`config.mk`:
```
export PLATFORM = sky130hd
export DESIGN_NAME = dice_display_driver
export DESIGN_NICKNAME = d
export VERILOG_FILES = /design/src/rtl/dice_display_pkg.sv /design/src/rtl/dice_pwm_timebase.sv /design/src/rtl/dice_display_driver.sv
export SDC_FILE = /design/constraint.sdc
export NUM_CORES = 1
export LEC_CHECK = 0
export CAP_MARGIN = 20
export CORE_MARGIN = 3
export CORE_UTILIZATION = 57
export CTS_CLUSTER_DIAMETER = 60
export CTS_CLUSTER_SIZE = 28
export DETAILED_ROUTE_END_ITERATION = 10
export PLACE_DENSITY = 0.91
export RECOVER_POWER = 25
export REMOVE_ABC_BUFFERS = 1
export SYNTH_ARGS = -nofsm -noshare
export SYNTH_HDL_FRONTEND = slang
export SYNTH_SLANG_ARGS = --single-unit
```
`constraint.sdc`:
```
create_clock -name clk -period 3.4 [get_ports clk]
set_input_delay 0.34 -clock clk [delete_from_list [all_inputs] [get_ports clk]]
set_output_delay 0.34 -clock clk [all_outputs]
set_load 0.02 [all_outputs]
```
`src/rtl/dice_display_pkg.sv`:
```
// Shared constants, phase encoding and 7-segment decoder for the dice display path.
package dice_display_pkg;

  localparam int         PWM_STEPS  = 128;
  localparam logic [3:0] BLANK_CODE = 4'hF;

  typedef enum logic {
    PH_ONES = 1'b0,
    PH_TENS = 1'b1
  } phase_e;

  // Active-high segment pattern {dp,g,f,e,d,c,b,a}; codes 10-15 are blank.
  function automatic logic [7:0] seg7_encode(input logic [3:0] digit);
    logic [7:0] seg;
    case (digit)
      4'd0:    seg = 8'h3F;
      4'd1:    seg = 8'h06;
      4'd2:    seg = 8'h5B;
      4'd3:    seg = 8'h4F;
      4'd4:    seg = 8'h66;
      4'd5:    seg = 8'h6D;
      4'd6:    seg = 8'h7D;
      4'd7:    seg = 8'h07;
      4'd8:    seg = 8'h7F;
      4'd9:    seg = 8'h6F;
      default: seg = 8'h00;
    endcase
    return seg;
  endfunction

endpackage

```
`src/rtl/dice_pwm_timebase.sv`:
```
// PWM timebase: prescaler divides clk by TICK_DIV, 7-bit step counter spans one frame.
module dice_pwm_timebase
  import dice_display_pkg::*;
#(
  parameter int TICK_DIV = 64
) (
  input  logic       clk,
  input  logic       rst_n,
  output logic       tick_o,
  output logic [6:0] step_o,
  output logic       wrap_o
);

  localparam int            PW        = $clog2(TICK_DIV);
  localparam logic [PW-1:0] PRESC_MAX = PW'(TICK_DIV - 1);
  localparam logic [6:0]    STEP_MAX  = 7'(PWM_STEPS - 1);

  logic [PW-1:0] presc_q, presc_d;
  logic [6:0]    step_q, step_d;

  always_comb begin
    tick_o  = (presc_q == PRESC_MAX);
    presc_d = tick_o ? '0 : presc_q + 1'b1;
    step_d  = tick_o ? step_q + 7'd1 : step_q;
    wrap_o  = tick_o && (step_q == STEP_MAX);
    step_o  = step_q;
  end

  always_ff @(posedge clk or negedge rst_n) begin
    if (!rst_n) begin
      presc_q <= '0;
      step_q  <= '0;
    end else begin
      presc_q <= presc_d;
      step_q  <= step_d;
    end
  end

endmodule

```
`src/rtl/dice_display_driver.sv`:
```
// Two-digit multiplexed, PWM-dimmed 7-segment driver. Each digit owns one full frame;
// digit and duty inputs are shadowed at the frame boundary.
module dice_display_driver
  import dice_display_pkg::*;
#(
  parameter int TICK_DIV = 64
) (
  input  logic       clk,
  input  logic       rst_n,
  input  logic [3:0] digit1_i,
  input  logic [3:0] digit10_i,
  input  logic [6:0] duty_i,
  input  logic       blank_lz_i,
  input  logic       seg_act_high_i,
  input  logic       com_act_high_i,
  output logic [7:0] seg_o,
  output logic       com1_o,
  output logic       com10_o,
  output logic [1:0] com_oe_o,
  output logic       frame_o
);

  logic       tick, wrap;
  logic [6:0] step;

  dice_pwm_timebase #(.TICK_DIV(TICK_DIV)) u_timebase (
    .clk    (clk),
    .rst_n  (rst_n),
    .tick_o (tick),
    .step_o (step),
    .wrap_o (wrap)
  );

  phase_e     phase_q, phase_d;
  logic       started_q;
  logic [3:0] d1_sh_q, d10_sh_q;
  logic [6:0] duty_sh_q;
  logic [7:0] lit_q, lit_d;
  logic [1:0] com_q, com_d;
  logic       frame_q;
  logic       frame_start;
  logic       lit_on;
  logic [3:0] cur_digit;

  always_comb begin
    frame_start = tick & wrap;
    phase_d     = phase_q;
    // The dark frame right after reset is a ONES frame; the first loaded frame is ONES too.
    if (frame_start && started_q)
      phase_d = (phase_q == PH_ONES) ? PH_TENS : PH_ONES;
  end

  always_comb begin
    lit_on = (step < duty_sh_q);
    if (phase_q == PH_ONES)
      cur_digit = d1_sh_q;
    else if (blank_lz_i && (d10_sh_q == 4'd0))
      cur_digit = BLANK_CODE;
    else
      cur_digit = d10_sh_q;
    lit_d = lit_on ? seg7_encode(cur_digit) : 8'h00;
    com_d = 2'b00;
    if (lit_on)
      com_d = (phase_q == PH_ONES) ? 2'b01 : 2'b10;
  end

  always_ff @(posedge clk or negedge rst_n) begin
    if (!rst_n) begin
      phase_q   <= PH_ONES;
      started_q <= 1'b0;
      d1_sh_q   <= BLANK_CODE;
      d10_sh_q  <= BLANK_CODE;
      duty_sh_q <= 7'd0;
      lit_q     <= 8'h00;
      com_q     <= 2'b00;
      frame_q   <= 1'b0;
    end else begin
      phase_q <= phase_d;
      lit_q   <= lit_d;
      com_q   <= com_d;
      frame_q <= frame_start;
      if (frame_start) begin
        started_q <= 1'b1;
        d1_sh_q   <= digit1_i;
        d10_sh_q  <= digit10_i;
        duty_sh_q <= duty_i;
      end
    end
  end

  assign seg_o    = lit_q ^ {8{~seg_act_high_i}};
  assign com1_o   = com_q[0] ^ ~com_act_high_i;
  assign com10_o  = com_q[1] ^ ~com_act_high_i;
  assign com_oe_o = 2'b11;
  assign frame_o  = frame_q;

endmodule

```
==> out/metrics.csv <==
stage,metric,value,unit
synthesis,Synth top cells by count,"dfrtp_1 (32), nand2_1 (17), xnor2_1 (14), ha_1 (13), o21ai_0 (11)",
worst_setup_path,"Max FO, Critical Path",4,
worst_setup_path,critical path launch point,blank_lz_i,
power_and_ir_drop,clock network power share,31.6,%
power_and_ir_drop,Max VDD drop,242.9,µV
timing,actual slew at the worst max-slew pin,2020,ps
timing,final worst-path cycle share,64.98,%
timing,final setup vio count,0,
layout,Ant. Diodes,0,
synthesis,Syn Area/Cell,11.04,µm²
clock_tree,"Reg clk slew, reported paths",110,ps
power_and_ir_drop,Combinational Power Share,7.7,%
timing,fin crit period,2209,ps
worst_setup_path,WP data required,3630,ps
status,violated checks,"capacitance limit, slew limit",
synthesis,Async SR Flop Fraction,100.0,%
synthesis,Synth Warn #,0,
global_route,initial antenna violation count,0,
die,io pins,33,
synthesis,"EDFF count, synth",0,
placed_design,Post-DP HPWL,2379,µm
route,vias per inst,5.274,
clock_tree,H-tree Lvls,2,
clock_tree,Hold Buf Count CTS,0,
die,die width,65.69,µm
synthesis,#FFs+latches synth,40,
status,status,finished with violations,
placed_design,IO Port Bufs,30,
route,DRC,0,
worst_setup_path,r2r setup slk,1270,ps
synthesis,Area contributors post-synth,"dfrtp_1 (39%), dfstp_2 (10%), ha_1 (8.0%)",
layout,NumNets Final,249,
route,DRT antenna net count,0,
clock_tree,CTS buffer count,5,
route,DR WL/cell,12.60,µm
worst_setup_path,Critical Path End,lit_q[1]$_DFF_PN0_,
timing,TNS Setup,0,ps
worst_setup_path,CP endpoint kind,register,
die,die area,4315,µm²
global_route,Congestion Overflow GR,0,
placed_design,Inst Count DP,255,
route,drt pass-1 iters,4,
placed_design,RD Place Congestion,0.8119,
timing,Pins Over Slew Limit,41,
clock_tree,CTS tree,built,
timing,RSZ-0062 raised after global routing,false,
worst_setup_path,Arrival @ worst endpoint,2440,ps
global_route,largest net degree at the start of global routing,41,
clock_tree,Post-CTS Setup Inserts,0,
route,via count,1387,
die,# rows,21,
synthesis,cell taking the most area after synthesis,dfrtp_1,
global_route,GR Util All Layers,17.32,%
route,initial drt markers,36,
power_and_ir_drop,share of power burned in registers,60.7,%
die,Core Region,3390,µm²
power_and_ir_drop,leakage,1.091,nW
timing,Setup Skew,9.736,ps
power_and_ir_drop,Pwr Density,325.9,nW/µm²
synthesis,Post-Syn Instances,184,
clock_tree,post_cts resized,0,
die,Die H,65.69,µm
synthesis,cell area after synthesis,2031,µm²
clock_tree,worst skew pair latency,360,ps
worst_setup_path,FF-to-FF End,duty_sh_q[0]$_DFFE_PN0N_,
worst_setup_path,worst r2r src,u_timebase.presc_q[0]$_DFF_PN0_,
synthesis,Synth cell types,39,
layout,layout cells sized above 1,13.82,%
synthesis,top-area cell type share of the netlist area,39.43,%
global_route,first-pass GRT wire length,5637,µm
power_and_ir_drop,Cell Int Power,0.0006113,W
power_and_ir_drop,Psw,0.0001725,W
timing,FMAX,452.6,MHz
layout,area growth from synthesis to layout,18.42,%
layout,fin cells,263,
clock_tree,clock sink count,40,
worst_hold_path,min-delay worst type,register to register,
synthesis,cell with the most instances after synthesis,dfrtp_1,
power_and_ir_drop,sw frac,22.01,%
route,WL final,3313,µm
die,Starting Density,59.91,%
run,max-cap violations,1,
synthesis,main flop type after synthesis,dfrtp_1,
clock_tree,root buf cell,clkbuf_4,
global_route,vias in the first global route,1337,
timing,Max-slew headroom,-34.67,%
worst_setup_path,"Worst Path Class, Setup",primary input to register,
clock_tree,Max Buffers Root-to-Sink,2,
synthesis,register area share after synthesis,49.78,%
timing,"Hold Vio Cnt, Final",0,
worst_setup_path,CP startpoint kind,primary input,
worst_setup_path,R2R depth,4,
-- logic make-up after synthesis --
group                    after synthesis  synth area share, %
AND/OR/NAND/NOR                       53                14.36
other                                  1               0.1847
AO/OA/AOI/OAI                         28                8.257
XOR/XNOR                              19                8.195
adder cells (fa/ha/maj)               13                8.010
multiplexers                          13                7.024
buffers and inverters                 17                4.190
flip-flops                            40                49.78
-- worst min-delay path by stage --
| stage | endpoint | slack [ps] | cells after the start | from |
|---|---|---|---|---|
| after floorplan | com_q[0]$_DFF_PN0_ | 40 | 0 | rst_n |
| after global placement | started_q$_DFFE_PN0N_ | 450 | 1 | started_q$_DFFE_PN0N_ |
| after detailed placement | started_q$_DFFE_PN0N_ | 460 | 1 | started_q$_DFFE_PN0N_ |
| after CTS | lit_q[0]$_DFF_PN0_ | 100 | 1 | rst_n |
| after global routing | started_q$_DFFE_PN0N_ | 500 | 1 | started_q$_DFFE_PN0N_ |
| final | started_q$_DFFE_PN0N_ | 480 | 1 | started_q$_DFFE_PN0N_ |
-- worst max-delay path, stage by stage --
cell             delay, ps
clkdlybuf4s50_1        500
or3b_2                 440
o21ai_0                400
inv_1                  170
ha_1                   340
o21ai_0                170
a21oi_1                 90
-- power by group through the flow --
stage                     sequential, W  clock [W]  combinational [W]
after floorplan                0.000485          0          0.0000175
after global placement         0.000485          0          0.0000614
after detailed placement       0.000485          0          0.0000616
after CTS                      0.000476   0.000259          0.0000619
after global routing           0.000476   0.000274          0.0000659
final                          0.000476   0.000247          0.0000605
-- layout make-up --
cell class              count  area [µm²]
flip-flops and latches     40        1011
fillers                   258       984.7
multi-input cells         128       938.4
repair buffers             31       301.5
clock buffers               8       58.81
well taps                  46       57.56
inverters                  10       37.54
-- registers in the layout (all words and copies together) (netlist names) --
register            flops
started_q               1
duty_sh_q               7
phase_q                 1
u_timebase.presc_q      6
d10_sh_q                4
u_timebase.step_o       7
com_q                   2
lit_q                   7
d1_sh_q                 4
frame_o                 1
-- through the flow --
step           util, %  setup slack, ps  hold WS [ps]  power [W]  area [µm²]
6_report         70.95             1191         481.8  0.0007838        2405
5_1_grt          70.95             1029         499.6  0.0008158        2405
4_1_cts          70.99             1197         96.62  0.0007966        2406
3_5_place_dp     69.25            824.1         456.8  0.0005464        2347
3_3_place_gp     69.25            919.7         452.1  0.0005462        2347
2_1_floorplan        -             1410         44.41  0.0005025        1987
-- metal layers --
| layer | GRT usage [%] | share of wire (%) | vias up |
|---|---|---|---|
| li1 | - | - | 687 |
| met1 | 20.00 | 45 | 662 |
| met2 | 29.29 | 49 | 33 |
| met3 | 5.299 | 4.6 | 5 |
| met4 | 7.772 | 1.3 | 0 |
| met5 | 0 | 0 | - |
-- cell usage in the layout, fill, tap and decap left out, types with 4 or more instances in the layout --
cell             synthesis  routed
dfrtp_1                 32      32
ha_1                    13      13
mux2_2                  10      10
nand3_1                  5       5
nand2b_1                 4       4
xor2_1                   5       5
nand2_1                 17      17
nor2_1                   8       8
xnor2_1                 14      14
inv_1                   10      10
clkbuf_4                 0       5
dfstp_2                  8       8
nand4_1                  5       5
a21oi_1                  4       4
a21o_1                   5       5
clkdlybuf4s50_1          0      29
o21ai_0                 11      11
Power figures use the tool's default switching activity.
